`src/rtl/store_buffer_pkg.sv`:
```
// store_buffer_pkg: shared defaults and FSM state type for the store buffer.
package store_buffer_pkg;
  localparam int DEFAULT_DEPTH = 4;
  localparam int DEFAULT_ADDR_W = 8;
  localparam int DEFAULT_DATA_W = 8;
  typedef enum logic {IDLE, ISSUE} state_e;
endpackage

```
`src/rtl/store_buffer_fifo.sv`:
```
// store_buffer_fifo: circular entry storage with pointers and occupancy count.
// STORE_BUFFER_COALESCE_EN adds in-place data overwrite of the youngest entry.
module store_buffer_fifo
  import store_buffer_pkg::*;
#(
  parameter int DEPTH = DEFAULT_DEPTH,
  parameter int ADDR_W = DEFAULT_ADDR_W,
  parameter int DATA_W = DEFAULT_DATA_W
) (
  input  logic                     clk,
  input  logic                     reset,
  input  logic                     push,
  input  logic                     pop,
`ifdef STORE_BUFFER_COALESCE_EN
  input  logic                     coal,
  output logic [ADDR_W-1:0]        tail_addr,
`endif
  input  logic [ADDR_W-1:0]        wr_addr,
  input  logic [DATA_W-1:0]        wr_data,
  output logic [ADDR_W-1:0]        head_addr,
  output logic [DATA_W-1:0]        head_data,
  output logic [$clog2(DEPTH):0]   count
);
  localparam int PW = $clog2(DEPTH);
  localparam int CW = PW + 1;
  logic [ADDR_W-1:0] addr_mem [DEPTH];
  logic [DATA_W-1:0] data_mem [DEPTH];
  logic [PW-1:0] wr_ptr_q, wr_ptr_d, rd_ptr_q, rd_ptr_d;
  logic [CW-1:0] count_q, count_d;
  always_comb begin
    wr_ptr_d = wr_ptr_q + PW'(push);
    rd_ptr_d = rd_ptr_q + PW'(pop);
    count_d = count_q + CW'(push) - CW'(pop);
  end
  always_ff @(posedge clk) begin
    if (reset) begin
      wr_ptr_q <= '0;
      rd_ptr_q <= '0;
      count_q <= '0;
    end else begin
      wr_ptr_q <= wr_ptr_d;
      rd_ptr_q <= rd_ptr_d;
      count_q <= count_d;
    end
  end
`ifdef STORE_BUFFER_COALESCE_EN
  logic [PW-1:0] tail_ptr;
  assign tail_ptr = wr_ptr_q - PW'(1);
  assign tail_addr = addr_mem[tail_ptr];
`endif
  // Storage is left uninitialised; only pointers and count define validity.
  always_ff @(posedge clk) begin
    if (push) begin
      addr_mem[wr_ptr_q] <= wr_addr;
      data_mem[wr_ptr_q] <= wr_data;
    end
`ifdef STORE_BUFFER_COALESCE_EN
    else if (coal) data_mem[tail_ptr] <= wr_data;
`endif
  end
  assign head_addr = addr_mem[rd_ptr_q];
  assign head_data = data_mem[rd_ptr_q];
  assign count = count_q;
endmodule

```
`src/rtl/store_buffer.sv`:
```
// store_buffer: CPU store FIFO draining to data memory through an IDLE/ISSUE FSM.
// Define STORE_BUFFER_COALESCE_EN to merge same-address stores into the youngest entry.
module store_buffer
  import store_buffer_pkg::*;
#(
  parameter int DEPTH = DEFAULT_DEPTH,
  parameter int ADDR_W = DEFAULT_ADDR_W,
  parameter int DATA_W = DEFAULT_DATA_W
) (
  input  logic                   clk,
  input  logic                   reset,
  input  logic                   st_valid,
  input  logic [ADDR_W-1:0]      st_addr,
  input  logic [DATA_W-1:0]      st_data,
  output logic                   st_drop,
  output logic                   full,
  output logic                   empty,
  output logic [$clog2(DEPTH):0] count,
  output logic                   busy,
  output logic                   mem_req,
  output logic [ADDR_W-1:0]      mem_addr,
  output logic [DATA_W-1:0]      mem_wdata,
  input  logic                   mem_ack
);
  localparam int CW = $clog2(DEPTH) + 1;
  state_e state_q, state_d;
  logic st_drop_q, st_drop_d;
  logic push, pop, coal;
`ifdef STORE_BUFFER_COALESCE_EN
  logic [ADDR_W-1:0] tail_addr;
`endif
  store_buffer_fifo #(.DEPTH(DEPTH), .ADDR_W(ADDR_W), .DATA_W(DATA_W)) u_fifo (
    .clk      (clk),
    .reset    (reset),
    .push     (push),
    .pop      (pop),
`ifdef STORE_BUFFER_COALESCE_EN
    .coal     (coal),
    .tail_addr(tail_addr),
`endif
    .wr_addr  (st_addr),
    .wr_data  (st_data),
    .head_addr(mem_addr),
    .head_data(mem_wdata),
    .count    (count)
  );
  assign full = count == CW'(DEPTH);
  assign empty = count == '0;
  assign mem_req = state_q == ISSUE;
  assign busy = !(empty && state_q == IDLE);
  assign pop = mem_req && mem_ack;
  assign st_drop = st_drop_q;
  always_comb begin
`ifdef STORE_BUFFER_COALESCE_EN
    // The head is frozen while being issued, so it must never be rewritten.
    coal = st_valid && !empty && st_addr == tail_addr && !(mem_req && count == CW'(1));
`else
    coal = 1'b0;
`endif
    push = st_valid && !full && !coal;
    st_drop_d = st_valid && full && !coal;
    state_d = state_q == IDLE ? (empty ? IDLE : ISSUE)
                              : ((pop && count == CW'(1) && !push) ? IDLE : ISSUE);
  end
  always_ff @(posedge clk) begin
    if (reset) begin
      state_q <= IDLE;
      st_drop_q <= 1'b0;
    end else begin
      state_q <= state_d;
      st_drop_q <= st_drop_d;
    end
  end
endmodule

```
`config.mk`:
```
export PLATFORM = sky130hd
export DESIGN_NAME = store_buffer
export DESIGN_NICKNAME = d
export VERILOG_FILES = /design/src/rtl/store_buffer_pkg.sv /design/src/rtl/store_buffer_fifo.sv /design/src/rtl/store_buffer.sv
export SDC_FILE = /design/constraint.sdc
export NUM_CORES = 1
export LEC_CHECK = 0
export ABC_AREA = 1
export CAP_MARGIN = 20
export CELL_PAD_IN_SITES_DETAIL_PLACEMENT = 1
export CELL_PAD_IN_SITES_GLOBAL_PLACEMENT = 1
export CORE_ASPECT_RATIO = 0.5
export CORE_UTILIZATION = 38
export DETAILED_ROUTE_END_ITERATION = 7
export GPL_TIMING_DRIVEN = 0
export PLACE_DENSITY = 0.81
export SLEW_MARGIN = 20
export SYNTH_ARGS = -nofsm -noshare
export SYNTH_HDL_FRONTEND = slang
export SYNTH_SLANG_ARGS = --single-unit
```
`constraint.sdc`:
```
create_clock -name clk -period 1.7 [get_ports clk]
set_input_delay 0.17 -clock clk [delete_from_list [all_inputs] [get_ports clk]]
set_output_delay 0.17 -clock clk [all_outputs]
set_load 0.02 [all_outputs]
```
==> results.toml <==
[status]
status = "finished clean"

[floorplanning]
ioPinCount = 44
rows = 22
fp.dieArea_um2 = 8250
start_util = 0.401
die_h_um = 64.7
core_area_um2 = 7460
chipWidth_um = 127

[place]
place_congestion = 0.728
place_area_um2 = 3630
dp.final_hpwl_um = 4900
io_buffers = 43
post-place-ws_ns = -0.343

[logic_synthesis]
synth_top_cell_area_share = 0.642
synth_warnings = 0
synth-seq-area-share = 0.703
synth.most_common_cell = "edfxtp_1"
synth_area_um2 = 2990
syn_area_per_cell_um2 = 11.7
synthTopCellsByArea = "edfxtp_1, dfxtp_1, nor2_1"
ys_ff_latch = 73
synth-edff-count = 64
ys.flop_type = "edfxtp_1"
netlist-cell-type-count = 19
synth_nets = 279
synth_cells = 255
synth_common_cells = "edfxtp_1, nor2_1, nand2_1, inv_1, o21ai_0"
synth_top_area_cell = "edfxtp_1"
async_reset_ff_frac = 0

[power]
p_sw_frac = 0.318
powerDensity_nw_per_um2 = 1450
irDropWorstVdd_mv = 0.722
combPwrFrac = 0.295
p_int_mw = 4.00
sequentialPowerShare = 0.400
clkPwrFrac = 0.305
p_switching_mw = 1.87
leakage_nw = 1.61

[clock_network]
cts_root_buf = "clkbuf_16"
clock_path_buffers = 2
numCtsBuffers = 9
worstSkewPairLatency_ns = 0.33
clock-sinks = 73
hold_buffers = 0
ctsHtreeMaxLevel = 3
cts_tree = "yes"
clk_pin_slew_ns = 0.05

[sta]
min_period_ns = 1.67
slew_headroom = 0.733
setup_viol = 0
worst_slack_ns = 0.0286
hold_viol = 0
max_freq_mhz = 598
finalMaxSlewViolations = 0
tightestPinTransition_ns = 0.401
fin_worst_skew_ns = 0.00698
fin_crit_sh = 0.983

[layout]
areaGrowthSynthToFinish_pct = 34.9
multi_input_area_um2 = 751
n_fill_cell = 787
drive_gt1_frac = 0.228
final_core_util = 0.541
seqCellArea_um2 = 2110
antennaDiodeCount = 0
nets = 344
design_area_um2 = 4040

[setup_path]
crit_arrival_ns = 1.50
cp.required_ns = 1.53
end_kind = "output pin"
cp_slowest_cell = "dfxtp_1"
crit_chain = "clkbuf_4, clkbuf_8, nor2_2, o21ai_0, nand2_1, buf_2"
worstSetupPathType = "reg2out"
cpPeakStageDelay_ns = 0.30
cp_max_fo = 10
worstSetupStartpointType = "flip-flop"

[drt]
final_antenna_net_count = 0
first_pass_iters = 5
wl_met2_um = 4380
wl_per_cell_um = 19.3
avgViaCountPerCell = 4.90
dr.max_layer_used = "met4"
drc_errors = 0
wl_met3_um = 448
met1_length_um = 3470
drt_iter0_drc = 164
wl_um = 8360
vias = 2121

[flow_run]
cap_viol_max_count = 0

[global_routing]
overflow = 0
grt_usage = 0.209
grt_pass1_wl_um = 12400
grt_pass1_vias = 2290
antenna_found_initial = 0
grt_max_degree = 13

[hold_path]
hold_path.class = "in2reg"
cells in the final DEF (no fill, tap or decap), types with 2 or more instances in the layout:
master           synthesis  routed
clkbuf_1                 3       2
dlygate4sd2_1            0       3
clkbuf_8                 0       2
o21ai_0                 17      16
nor2_4                   0       3
nand2_1                 44      43
edfxtp_1                64      64
buf_2                    5      12
buf_12                   0       3
buf_4                    0      10
a21oi_1                  2       2
nor2_2                   0       3
o211ai_1                 7       7
nor2_1                  46      40
buf_8                    0       5
clkinv_1                 0       3
clkdlybuf4s50_1          0      24
o211ai_2                 9       9
clkbuf_16                0      10
dfxtp_1                  9       5
nand3_1                  4       3
inv_2                    1       2
dfxtp_2                  0       3
buf_6                    2       2
ha_1                     3       2
inv_1                   35      33
through the flow:
| stage | hold slack (ns) | setup TNS (ns) | power (mW) | instances |
|---|---|---|---|---|
| 2_1_floorplan | 0.234 | -14.36 | 3.19 | 255 |
| 3_3_place_gp | 0.533 | -51.81 | 3.86 | 406 |
| 3_5_place_dp | 0.550 | -9.12 | 4.00 | 410 |
| 4_1_cts | 0.472 | -0.0113 | 5.76 | 428 |
| 5_1_grt | 0.484 | -0.248 | 6.13 | 433 |
| 6_report | 0.483 | 0 | 5.86 | 433 |
logic make-up after synthesis:
| kind of cell | share of synthesized area |
|---|---|
| AO/OA/AOI/OAI | 0.0870 |
| XOR/XNOR | 0.00293 |
| adder cells (fa/ha/maj) | 0.0192 |
| buffers and inverters | 0.0648 |
| flip-flops | 0.703 |
| AND/OR/NAND/NOR | 0.123 |
path summary, 6_finish.rpt:
path	startpoint	end	slack (ns)	depth (start not counted)
min reg2reg	mem_req	u_fifo.rd_ptr_q[0]	0.52	2
max	u_fifo.rd_ptr_q[1]	mem_addr[1]	0.03	6
max reg2reg	mem_req	u_fifo.count[1]	0.07	8
min	st_addr[3]	u_fifo.addr_mem[2][3]	0.48	1
routing by layer:
metal | track usage | vias up
li1 | - | 986
met1 | 0.242 | 1066
met2 | 0.387 | 63
met3 | 0.0429 | 6
met4 | 0.0744 | 0
met5 | 0 | -
power by group through the flow:
stage / Clock [mW] / Sequential, mW / Combinational (mW)
5_1_grt: 1.89 / 2.36 / 1.88
3_5_place_dp: 0 / 2.36 / 1.64
3_3_place_gp: 0 / 2.35 / 1.51
6_report: 1.79 / 2.34 / 1.73
2_1_floorplan: 0 / 2.37 / 0.820
4_1_cts: 1.81 / 2.33 / 1.63
final cells by class:
| cell class | instances | share of cell area |
|---|---|---|
| buffer | 10 | 0.0310 |
| multi-input combinational | 136 | 0.186 |
| inverter | 36 | 0.0341 |
| clock buffer | 11 | 0.0577 |
| clock inverter | 5 | 0.0115 |
| sequential | 73 | 0.523 |
| timing repair buffer | 54 | 0.124 |
| tap | 108 | 0.0335 |
critical path: cells and delay by family (launching register included):
| family | cells | cell delay (ns) |
|---|---|---|
| AND/OR/NAND/NOR | 2 | 0.22 |
| flip-flops | 1 | 0.30 |
| buffers and inverters | 3 | 0.52 |
| AO/OA/AOI/OAI | 1 | 0.13 |
state kept, by name (all words and copies together), names as in the netlist:
signal	cells
u_fifo.count	3
st_drop	1
u_fifo.rd_ptr_q	2
u_fifo.wr_ptr_q	2
u_fifo.data_mem	32
mem_req	1
u_fifo.addr_mem	32
timing repair:
| action | in CTS | in global routing |
|---|---|---|
| endpoints found under the setup margin | 73 | 13 |
| cloned | 0 | 1 |
| pin swaps | 0 | 1 |
| buffers inserted | 2 | 4 |
| gates resized for setup | 86 | 24 |
(Power assumes the default switching activity.)
